[src/rtl/udp_payload_fifo_reader.sv]
// rtl/udp_payload_fifo_reader.sv - consumer side of the UDP prefetch FIFO: level tracking and tx word feed
module udp_payload_fifo_reader #(
  parameter int PKT_WORDS  = 256,
  parameter int GAP_CYCLES = 16,
  parameter int LVL_W      = 12
) (
  input  logic             clk,
  input  logic             rst,
  input  logic             fifo_wr_en,
  input  logic             fifo_wr_vld,
  input  logic             fifo_rd_vld,
  input  logic [31:0]      fifo_rd_data,
  output logic             fifo_rd_en,
  input  logic             tx_req,
  input  logic             tx_done,
  output logic             tx_start_en,
  output logic [15:0]      tx_byte_num,
  output logic [31:0]      tx_data,
  output logic [LVL_W-1:0] fifo_level,
  output logic [15:0]      pkt_cnt,
  output logic             underflow,
  output logic             overflow,
  output logic             busy
);

  localparam int GAP_W = $clog2(GAP_CYCLES + 1);
  localparam logic [LVL_W-1:0] LVL_MAX = LVL_W'(2048);
  localparam logic [LVL_W-1:0] LVL_PKT = LVL_W'(PKT_WORDS);
  localparam logic [11:0]      WORDS_INIT = 12'(PKT_WORDS);
  localparam logic [GAP_W-1:0] GAP_LAST = GAP_W'(GAP_CYCLES - 1);

  typedef enum logic [1:0] {IDLE, START, SEND, GAP} state_t;

  state_t            state_q, state_d;
  logic [LVL_W-1:0]  level_q, level_d;
  logic [15:0]       pkt_cnt_q, pkt_cnt_d;
  logic              underflow_q, underflow_d;
  logic              overflow_q, overflow_d;
  logic [11:0]       words_left_q, words_left_d;
  logic [GAP_W-1:0]  gap_cnt_q, gap_cnt_d;
  logic [31:0]       tx_data_q, tx_data_d;
  logic              push;
  logic              pop;
  logic              word_req;

  always_ff @(posedge clk or posedge rst) begin
    if (rst) begin
      state_q      <= IDLE;
      level_q      <= '0;
      pkt_cnt_q    <= '0;
      underflow_q  <= 1'b0;
      overflow_q   <= 1'b0;
      words_left_q <= '0;
      gap_cnt_q    <= '0;
      tx_data_q    <= '0;
    end else begin
      state_q      <= state_d;
      level_q      <= level_d;
      pkt_cnt_q    <= pkt_cnt_d;
      underflow_q  <= underflow_d;
      overflow_q   <= overflow_d;
      words_left_q <= words_left_d;
      gap_cnt_q    <= gap_cnt_d;
      tx_data_q    <= tx_data_d;
    end
  end

  always_comb begin
    push         = fifo_wr_en & fifo_wr_vld;
    word_req     = tx_req && (state_q == SEND) && (words_left_q != 12'd0);
    pop          = word_req & fifo_rd_vld;
    state_d      = state_q;
    level_d      = level_q;
    pkt_cnt_d    = pkt_cnt_q;
    underflow_d  = underflow_q;
    overflow_d   = overflow_q;
    words_left_d = words_left_q;
    gap_cnt_d    = gap_cnt_q;
    tx_data_d    = tx_data_q;

    // Level saturates at both ends; the real FIFO cannot exceed 2048 words.
    if (push && !pop) begin
      if (level_q == LVL_MAX) overflow_d = 1'b1;
      else level_d = level_q + 1'b1;
    end else if (pop && !push && level_q != '0) begin
      level_d = level_q - 1'b1;
    end

    case (state_q)
      IDLE: begin
        if (level_q >= LVL_PKT) state_d = START;
      end
      START: begin
        pkt_cnt_d    = pkt_cnt_q + 16'd1;
        words_left_d = WORDS_INIT;
        state_d      = SEND;
      end
      SEND: begin
        if (word_req) begin
          tx_data_d    = fifo_rd_vld ? fifo_rd_data : 32'h0;
          underflow_d  = underflow_q | ~fifo_rd_vld;
          words_left_d = words_left_q - 12'd1;
        end
        if (tx_done) begin
          gap_cnt_d = '0;
          state_d   = GAP;
        end
      end
      GAP: begin
        if (gap_cnt_q == GAP_LAST) state_d = IDLE;
        else gap_cnt_d = gap_cnt_q + 1'b1;
      end
      default: state_d = IDLE;
    endcase
  end

  assign fifo_rd_en  = pop;
  assign tx_start_en = (state_q == START);
  assign tx_byte_num = 16'(PKT_WORDS * 4);
  assign tx_data     = tx_data_q;
  assign fifo_level  = level_q;
  assign pkt_cnt     = pkt_cnt_q;
  assign underflow   = underflow_q;
  assign overflow    = overflow_q;
  assign busy        = (state_q != IDLE);

endmodule

[config.mk]
export PLATFORM = sky130hd
export DESIGN_NAME = udp_payload_fifo_reader
export DESIGN_NICKNAME = d
export VERILOG_FILES = /design/src/rtl/udp_payload_fifo_reader.sv
export SDC_FILE = /design/constraint.sdc
export NUM_CORES = 1
export LEC_CHECK = 0
export ABC_AREA = 1
export BUFFER_PORTS_ARGS = -buffer_cell sky130_fd_sc_hd__clkbuf_2
export CORE_MARGIN = 2
export CORE_UTILIZATION = 35
export CTS_CLUSTER_DIAMETER = 40
export DETAILED_ROUTE_END_ITERATION = 12
export HOLD_SLACK_MARGIN = 0.06
export SYNTH_ARGS = -nofsm -noshare
export SYNTH_HDL_FRONTEND = slang
export SYNTH_SLANG_ARGS = --single-unit
[constraint.sdc]
create_clock -name clk -period 6 [get_ports clk]
set_input_delay 0.9 -clock clk [delete_from_list [all_inputs] [get_ports clk]]
set_output_delay 0.9 -clock clk [all_outputs]
set_load 0.05 [all_outputs]
==> flow_metrics.py, run 1 <==
metrics = {
    "placement": {
        "gp_congestion": 0.799,
        "place_hpwl_um": 6720,
        "placed_area_um2": 4830,
        "place_ws_ps": 2970,
        "numPortBuffers": 103,
    },
    "timing": {
        "fin_crit_ps": 3290,
        "fmax_mhz": 304,
        "hold_viol": 0,
        "drv_slew": 0,
        "whs_ps": 464,
        "finalWorstSetupSlack_ps": 2710,
        "fin_crit_sh": 0.548,
        "rsz0062_at_grt": "false",
        "setup_viol": 0,
        "setup_tns_ps": 0,
        "clock_skew_ps": 6.71,
        "slew_headroom": 0.327,
        "worst_slew_pin_slew_ps": 1010,
    },
    "die": {
        "die_area_um2": 13000,
        "die_w_um": 114,
        "start_util": 0.356,
        "design.core.area_um2": 11900,
        "ios": 120,
        "die_h_um": 114,
        "rows": 40,
    },
    "worst_setup_path": {
        "start_kind": "flop",
        "critical_path.most_common_cell": "inv_2",
        "crit_fanout": 34,
        "r2r-start": "state_q[0]",
        "slowest_delay_ps": 440,
        "worstSetupPathType": "flop to primary output",
        "critPathSlowestCell": "inv_2",
        "crit_required_ps": 5100,
        "path_cells": "inv_1 -> ha_1 -> nand2_1 -> inv_2 -> nand3_4 -> inv_2 -> clkbuf_2",
        "r2r-end": "fifo_level[10]",
        "critPathArrivalTime_ps": 2390,
        "timing.reg2reg.setup_slack_ps": 2970,
        "cp-end-kind": "primary output",
        "reg2reg_depth": 14,
    },
    "global_route": {
        "antenna_found_initial": 0,
        "grt_max_degree": 82,
        "overflow": 0,
        "grt_pass1_wl_um": 15100,
        "grt_usage": 0.145,
        "grt_pass1_vias": 3212,
    },
    "cts": {
        "insertion_delay_ps": 330,
        "cts-root-buf": "clkbuf_16",
        "path_clk_slew_ps": 60,
        "numCtsBuffers": 9,
        "cts_setup_buffers": 0,
        "clock-sinks": 81,
        "postCtsResizedCells": 0,
        "clk_path_buf_depth": 2,
        "h-tree-depth": 3,
        "cts_tree": "built",
        "holdBufCountCts": 0,
    },
    "min_path": {
        "hold_class": "flop to flop",
        "holdPathEnd": "pkt_cnt[15]",
        "hold_depth": 1,
        "hold_start": "pkt_cnt[15]",
    },
    "cells_and_area": {
        "fill_cells": 1192,
        "syn_to_final_growth_pct": 20.7,
        "finish.instance_area_um2": 5120,
        "fin_nets": 621,
        "multiInputGateArea_um2": 1910,
        "regArea_um2": 2030,
        "layout-drive-gt1-share": 0.263,
        "antennaDiodeCount": 0,
    },
    "synthesis": {
        "ys_async_sr_fraction": 1.00,
        "yosysMostFrequentCell": "dfrtp_1",
        "synth_ff_type": "dfrtp_1",
        "synthTopCellsByArea": "dfrtp_1 48%, a22o_1 6.6%, nand2_1 6.5%",
        "yosys-top-cells-count": "81 x dfrtp_1, 73 x nand2_1, 45 x inv_1",
        "ys_seq_area_frac": 0.477,
        "synth-seq-cells": 81,
        "syn_area_um2": 4250,
        "synth_top_area_frac": 0.477,
        "syn_avg_cell_area_um2": 9.29,
        "ys_types": 34,
        "synth-edff-count": 0,
        "synth_warnings": 0,
        "yosysTopAreaCell": "dfrtp_1",
        "synthCells": 457,
    },
    "run_status": {
        "status": "finished, final reports clean",
    },
    "routing": {
        "drtIter0Drc": 140,
        "vias": 3373,
        "vias_per_cell": 4.72,
        "finalWirelength_um": 9030,
        "avgRoutedWirePerCell_um": 12.6,
        "postRouteAntennaNets": 0,
        "firstDrtPassIters": 6,
        "remaining_drc_errors": 0,
    },
    "power": {
        "vdd_ir_drop_max_uv": 249,
        "sw_frac_of_total": 0.494,
        "intPower_w": 0.00150,
        "p_per_area_nw_per_um2": 579,
        "clkPwrFrac": 0.180,
        "p_comb_frac": 0.521,
        "netSwitchingPower_w": 0.00147,
        "seqPwrFrac": 0.299,
        "p_leak_nw": 2.65,
        "p_total_w": 0.00297,
    },
    "job": {
        "drv_cap": 0,
    },
}
critical path, delay by kind of cell (launching register included):
family / cells / cell delay, ps
flops: 1 / 410
buf+inv: 4 / 1040
fa+ha+maj: 1 / 370
simple gates: 2 / 220
sequential cells by signal, summed over array words and instances (netlist names):
name,flops
tx_data,32
pkt_cnt,16
fifo_level,12
words_left_q,12
gap_cnt_q,5
state_q,2
overflow,1
underflow,1
cell type report:
class / count / area share
Sequential cell: 81 / 0.396
Multi-Input combinational cell: 316 / 0.373
Timing Repair Buffer: 104 / 0.102
Clock buffer: 11 / 0.0454
Inverter: 50 / 0.0369
Tap cell: 147 / 0.0359
Clock inverter: 5 / 0.0110
per-layer routing:
layer | wire length [um] | GRT usage | vias up
li1 | - | - | 1701
met4 | 134 | 0.0528 | 0
met1 | 4070 | 0.184 | 1582
met5 | 0 | 0 | -
met3 | 334 | 0.0360 | 10
met2 | 4480 | 0.239 | 80
cells in the final DEF (no fill, tap or decap), drive strengths merged:
cell | netlist | layout
inv | 50 | 49
o21bai | 2 | 2
nand4 | 7 | 7
a31oi | 1 | 1
nand2 | 79 | 79
nor4 | 1 | 1
buf | 24 | 1
xor2 | 20 | 20
o22ai | 2 | 2
nand3 | 29 | 29
conb | 2 | 16
a21oi | 20 | 20
dfrtp | 81 | 81
ha | 19 | 19
a22o | 32 | 32
nor2 | 49 | 49
bufinv | 0 | 1
o31ai | 2 | 2
xnor2 | 7 | 7
nand3b | 3 | 3
clkinvlp | 0 | 1
fa | 1 | 1
clkbuf | 0 | 114
o21a | 1 | 1
o21ai | 14 | 14
clkinv | 0 | 4
nor3 | 11 | 11
per-stage QoR:
stage,util,instances
finish,0.430,714
global route,0.430,714
CTS,0.430,714
detailed placement,0.406,698
global placement,0.406,698
floorplan,-,471
cells by family after synthesis:
logic type | after synthesis | synth area share
compound gates | 74 | 0.124
xor+xnor | 27 | 0.0557
flops | 81 | 0.477
fa+ha+maj | 20 | 0.0607
other cells | 2 | 0.00177
buf+inv | 74 | 0.0849
simple gates | 179 | 0.196
worst max-delay path by stage:
stage | start | end | slack (ps) | cells past startpoint
after floorplan | rst | fifo_level[0] | 3020 | 1
after global placement | tx_req | fifo_rd_en | 3020 | 6
after detailed placement | tx_req | fifo_level[10] | 2970 | 12
after CTS | state_q[0] | fifo_rd_en | 2610 | 7
after global routing | state_q[0] | fifo_rd_en | 2470 | 7
final | state_q[0] | fifo_rd_en | 2710 | 7
power by group through the flow:
stage / Sequential [W] / Combinational (W) / Clock (W)
final: 0.000887 / 0.00155 / 0.000533
after global routing: 0.000910 / 0.00170 / 0.000577
after CTS: 0.000886 / 0.00156 / 0.000551
after detailed placement: 0.000894 / 0.00156 / 0
after global placement: 0.000889 / 0.00154 / 0
after floorplan: 0.00132 / 0.000810 / 0
(Power assumes the default switching activity.)
==> inputs of run 2 (changes only) <==
==> constraint.sdc (replaced) <==
create_clock -name clk -period 2.8 [get_ports clk]
set_input_delay 0.42 -clock clk [delete_from_list [all_inputs] [get_ports clk]]
set_output_delay 0.42 -clock clk [all_outputs]
set_load 0.05 [all_outputs]
==> run 2 against run 1 <==
Sequential power increased by 120%. Hold slack got worse by 310 ps. Via count increased by 2.0%. Setup slack got worse by 2400 ps. Clock power increased by 120%. Die area unchanged. Register-to-register slack got worse by 2700 ps. Wire length increased by 6.4%. Clock skew increased by 0.86 ps. Global-route usage increased by 0.77 points. Utilization increased by 1.7 points. Design area increased by 4.1%. Critical endpoint is now fifo_level[9].
==> flow_metrics.py, run 2 (same netlist as run 1, synthesis figures left out) <==
metrics = {
    "min_path": {
        "hold_class": "input port to asynchronous set/reset pin",
    },
    "timing": {
        "setup_viol": 0,
        "fmax_mhz": 398,
        "fin_crit_ps": 2510,
        "setup_tns_ps": 0,
        "worst_slew_pin_slew_ps": 704,
        "fin_crit_sh": 0.898,
        "drv_slew": 0,
        "finalWorstSetupSlack_ps": 286,
        "rsz0062_at_grt": "false",
        "slew_headroom": 0.530,
        "hold_viol": 0,
        "clock_skew_ps": 7.57,
    },
    "cells_and_area": {
        "syn_to_final_growth_pct": 25.6,
        "layout_common_cells": "103 x clkbuf_2, 81 x dfrtp_1, 73 x nand2_1",
        "final_cells": 720,
        "largest_register_ffs": 32,
        "layout-drive-gt1-share": 0.298,
        "finish.instance_area_um2": 5330,
        "final_common_cell": "clkbuf_2",
        "fill_cells": 1189,
        "multiInputGateArea_um2": 2030,
        "antennaDiodeCount": 0,
        "regArea_um2": 2030,
        "fin_nets": 628,
    },
    "die": {
        "ios": 120,
        "die_w_um": 114,
        "start_util": 0.356,
        "die_area_um2": 13000,
        "die_h_um": 114,
        "rows": 40,
        "design.core.area_um2": 11900,
    },
    "global_route": {
        "grt_usage": 0.152,
        "antenna_found_initial": 0,
        "grt_max_degree": 43,
        "grt_pass1_vias": 3229,
        "overflow": 0,
        "grt_pass1_wl_um": 15600,
    },
    "routing": {
        "remaining_drc_errors": 0,
        "vias": 3439,
        "firstDrtPassIters": 4,
        "postRouteAntennaNets": 0,
        "vias_per_cell": 4.78,
        "avgRoutedWirePerCell_um": 13.3,
        "finalWirelength_um": 9600,
        "drtIter0Drc": 206,
    },
    "worst_setup_path": {
        "cp-end-kind": "flop",
        "start_kind": "flop",
        "worstSetupPathType": "flop to flop",
        "crit_fanout": 13,
        "critPathArrivalTime_ps": 2730,
        "crit_required_ps": 3020,
    },
    "cts": {
        "insertion_delay_ps": 340,
        "cts-root-buf": "clkbuf_16",
        "h-tree-depth": 3,
        "cts_tree": "built",
        "clk_path_buf_depth": 2,
        "clock-sinks": 81,
        "path_clk_slew_ps": 60,
        "numCtsBuffers": 9,
        "cts_setup_buffers": 0,
    },
    "placement": {
        "dpl.cell_count": 705,
        "place_ws_ps": 126,
        "numPortBuffers": 103,
        "gp_congestion": 0.839,
        "place_hpwl_um": 7020,
        "placed_area_um2": 4900,
    },
    "power": {
        "p_total_w": 0.00665,
        "p_leak_nw": 2.70,
        "vdd_ir_drop_max_uv": 409,
        "p_per_area_nw_per_um2": 1250,
    },
    "job": {
        "drv_cap": 0,
    },
    "run_status": {
        "status": "finished, final reports clean",
    },
}
[run 2: changes by cell type in the layout (fill, tap and decap cells not counted), moves of 2 or more]
| cell | before | now |
|---|---|---|
| nor2_1 | 39 | 37 |
| ha_1 | 19 | 9 |
| clkbuf_8 | 0 | 2 |
| ha_4 | 0 | 9 |
| buf_4 | 1 | 6 |
| clkbuf_1 | 2 | 0 |
| nor2_2 | 10 | 12 |
[run 2: routing by layer]
layer,share of wire,track usage
met5,0,0
met4,0.017,0.0683
met3,0.042,0.0344
met2,0.50,0.251
met1,0.44,0.191
[run 2: critical path, cell delays in order (launching register included)]
cell and delay [ps]:
dfrtp_1 400, inv_2 100, ha_2 200, nand2_2 80, nor2_2 120, nand2_2 80, nand3_4 80, nand2_1 70
buf_6 190, ha_4 240, a21oi_2 150, nand2_1 140, nand2_1 90, nand3_1 100, nand2_1 110, nand3_1 80
nand3_1 80, o21ai_1 70
[run 2: worst paths after layout]
check | endpoint | slack, ps | cells past startpoint | start
worst max-delay path | fifo_level[9] | 290 | 17 | words_left_q[0]
worst min-delay path | pkt_cnt[9] | 150 | 2 | rst
worst max register to register | fifo_level[9] | 290 | 17 | words_left_q[0]
worst min register to register | pkt_cnt[15] | 460 | 1 | pkt_cnt[15]
max in group asynchronous | fifo_level[9] | 1990 | 3 | rst
min in group clk | tx_data[12] | 290 | 2 | fifo_rd_data[12]
[run 2: report_power, final]
part	switching [W]	internal (W)
registers	0.000364	0.00156
clock network	0.000460	0.000735
logic	0.00241	0.00112
[run 2: stage by stage]
stage                     utilization  hold slack [ps]
after detailed placement        0.411              457
after CTS                       0.437              170
after floorplan                     -              479
after global placement          0.411              456
final                           0.447              153
after global routing            0.447              202
[run 2: area by class of cell]
| type | count | share of cell area |
|---|---|---|
| multi-input cells | 316 | 0.382 |
| flip-flops and latches | 81 | 0.380 |
| well taps | 147 | 0.0345 |
| clock inverters | 4 | 0.00962 |
| clock buffers | 11 | 0.0474 |
| repair buffers | 111 | 0.111 |
| inverters | 50 | 0.0354 |
[run 2: repair_timing]
action | 4_1_cts | 5_1_grt
hold endpoints to repair | 0 | 0
hold buffers | 0 | 0
endpoints found under the setup margin | 0 | 7
resized for setup | 0 | 17
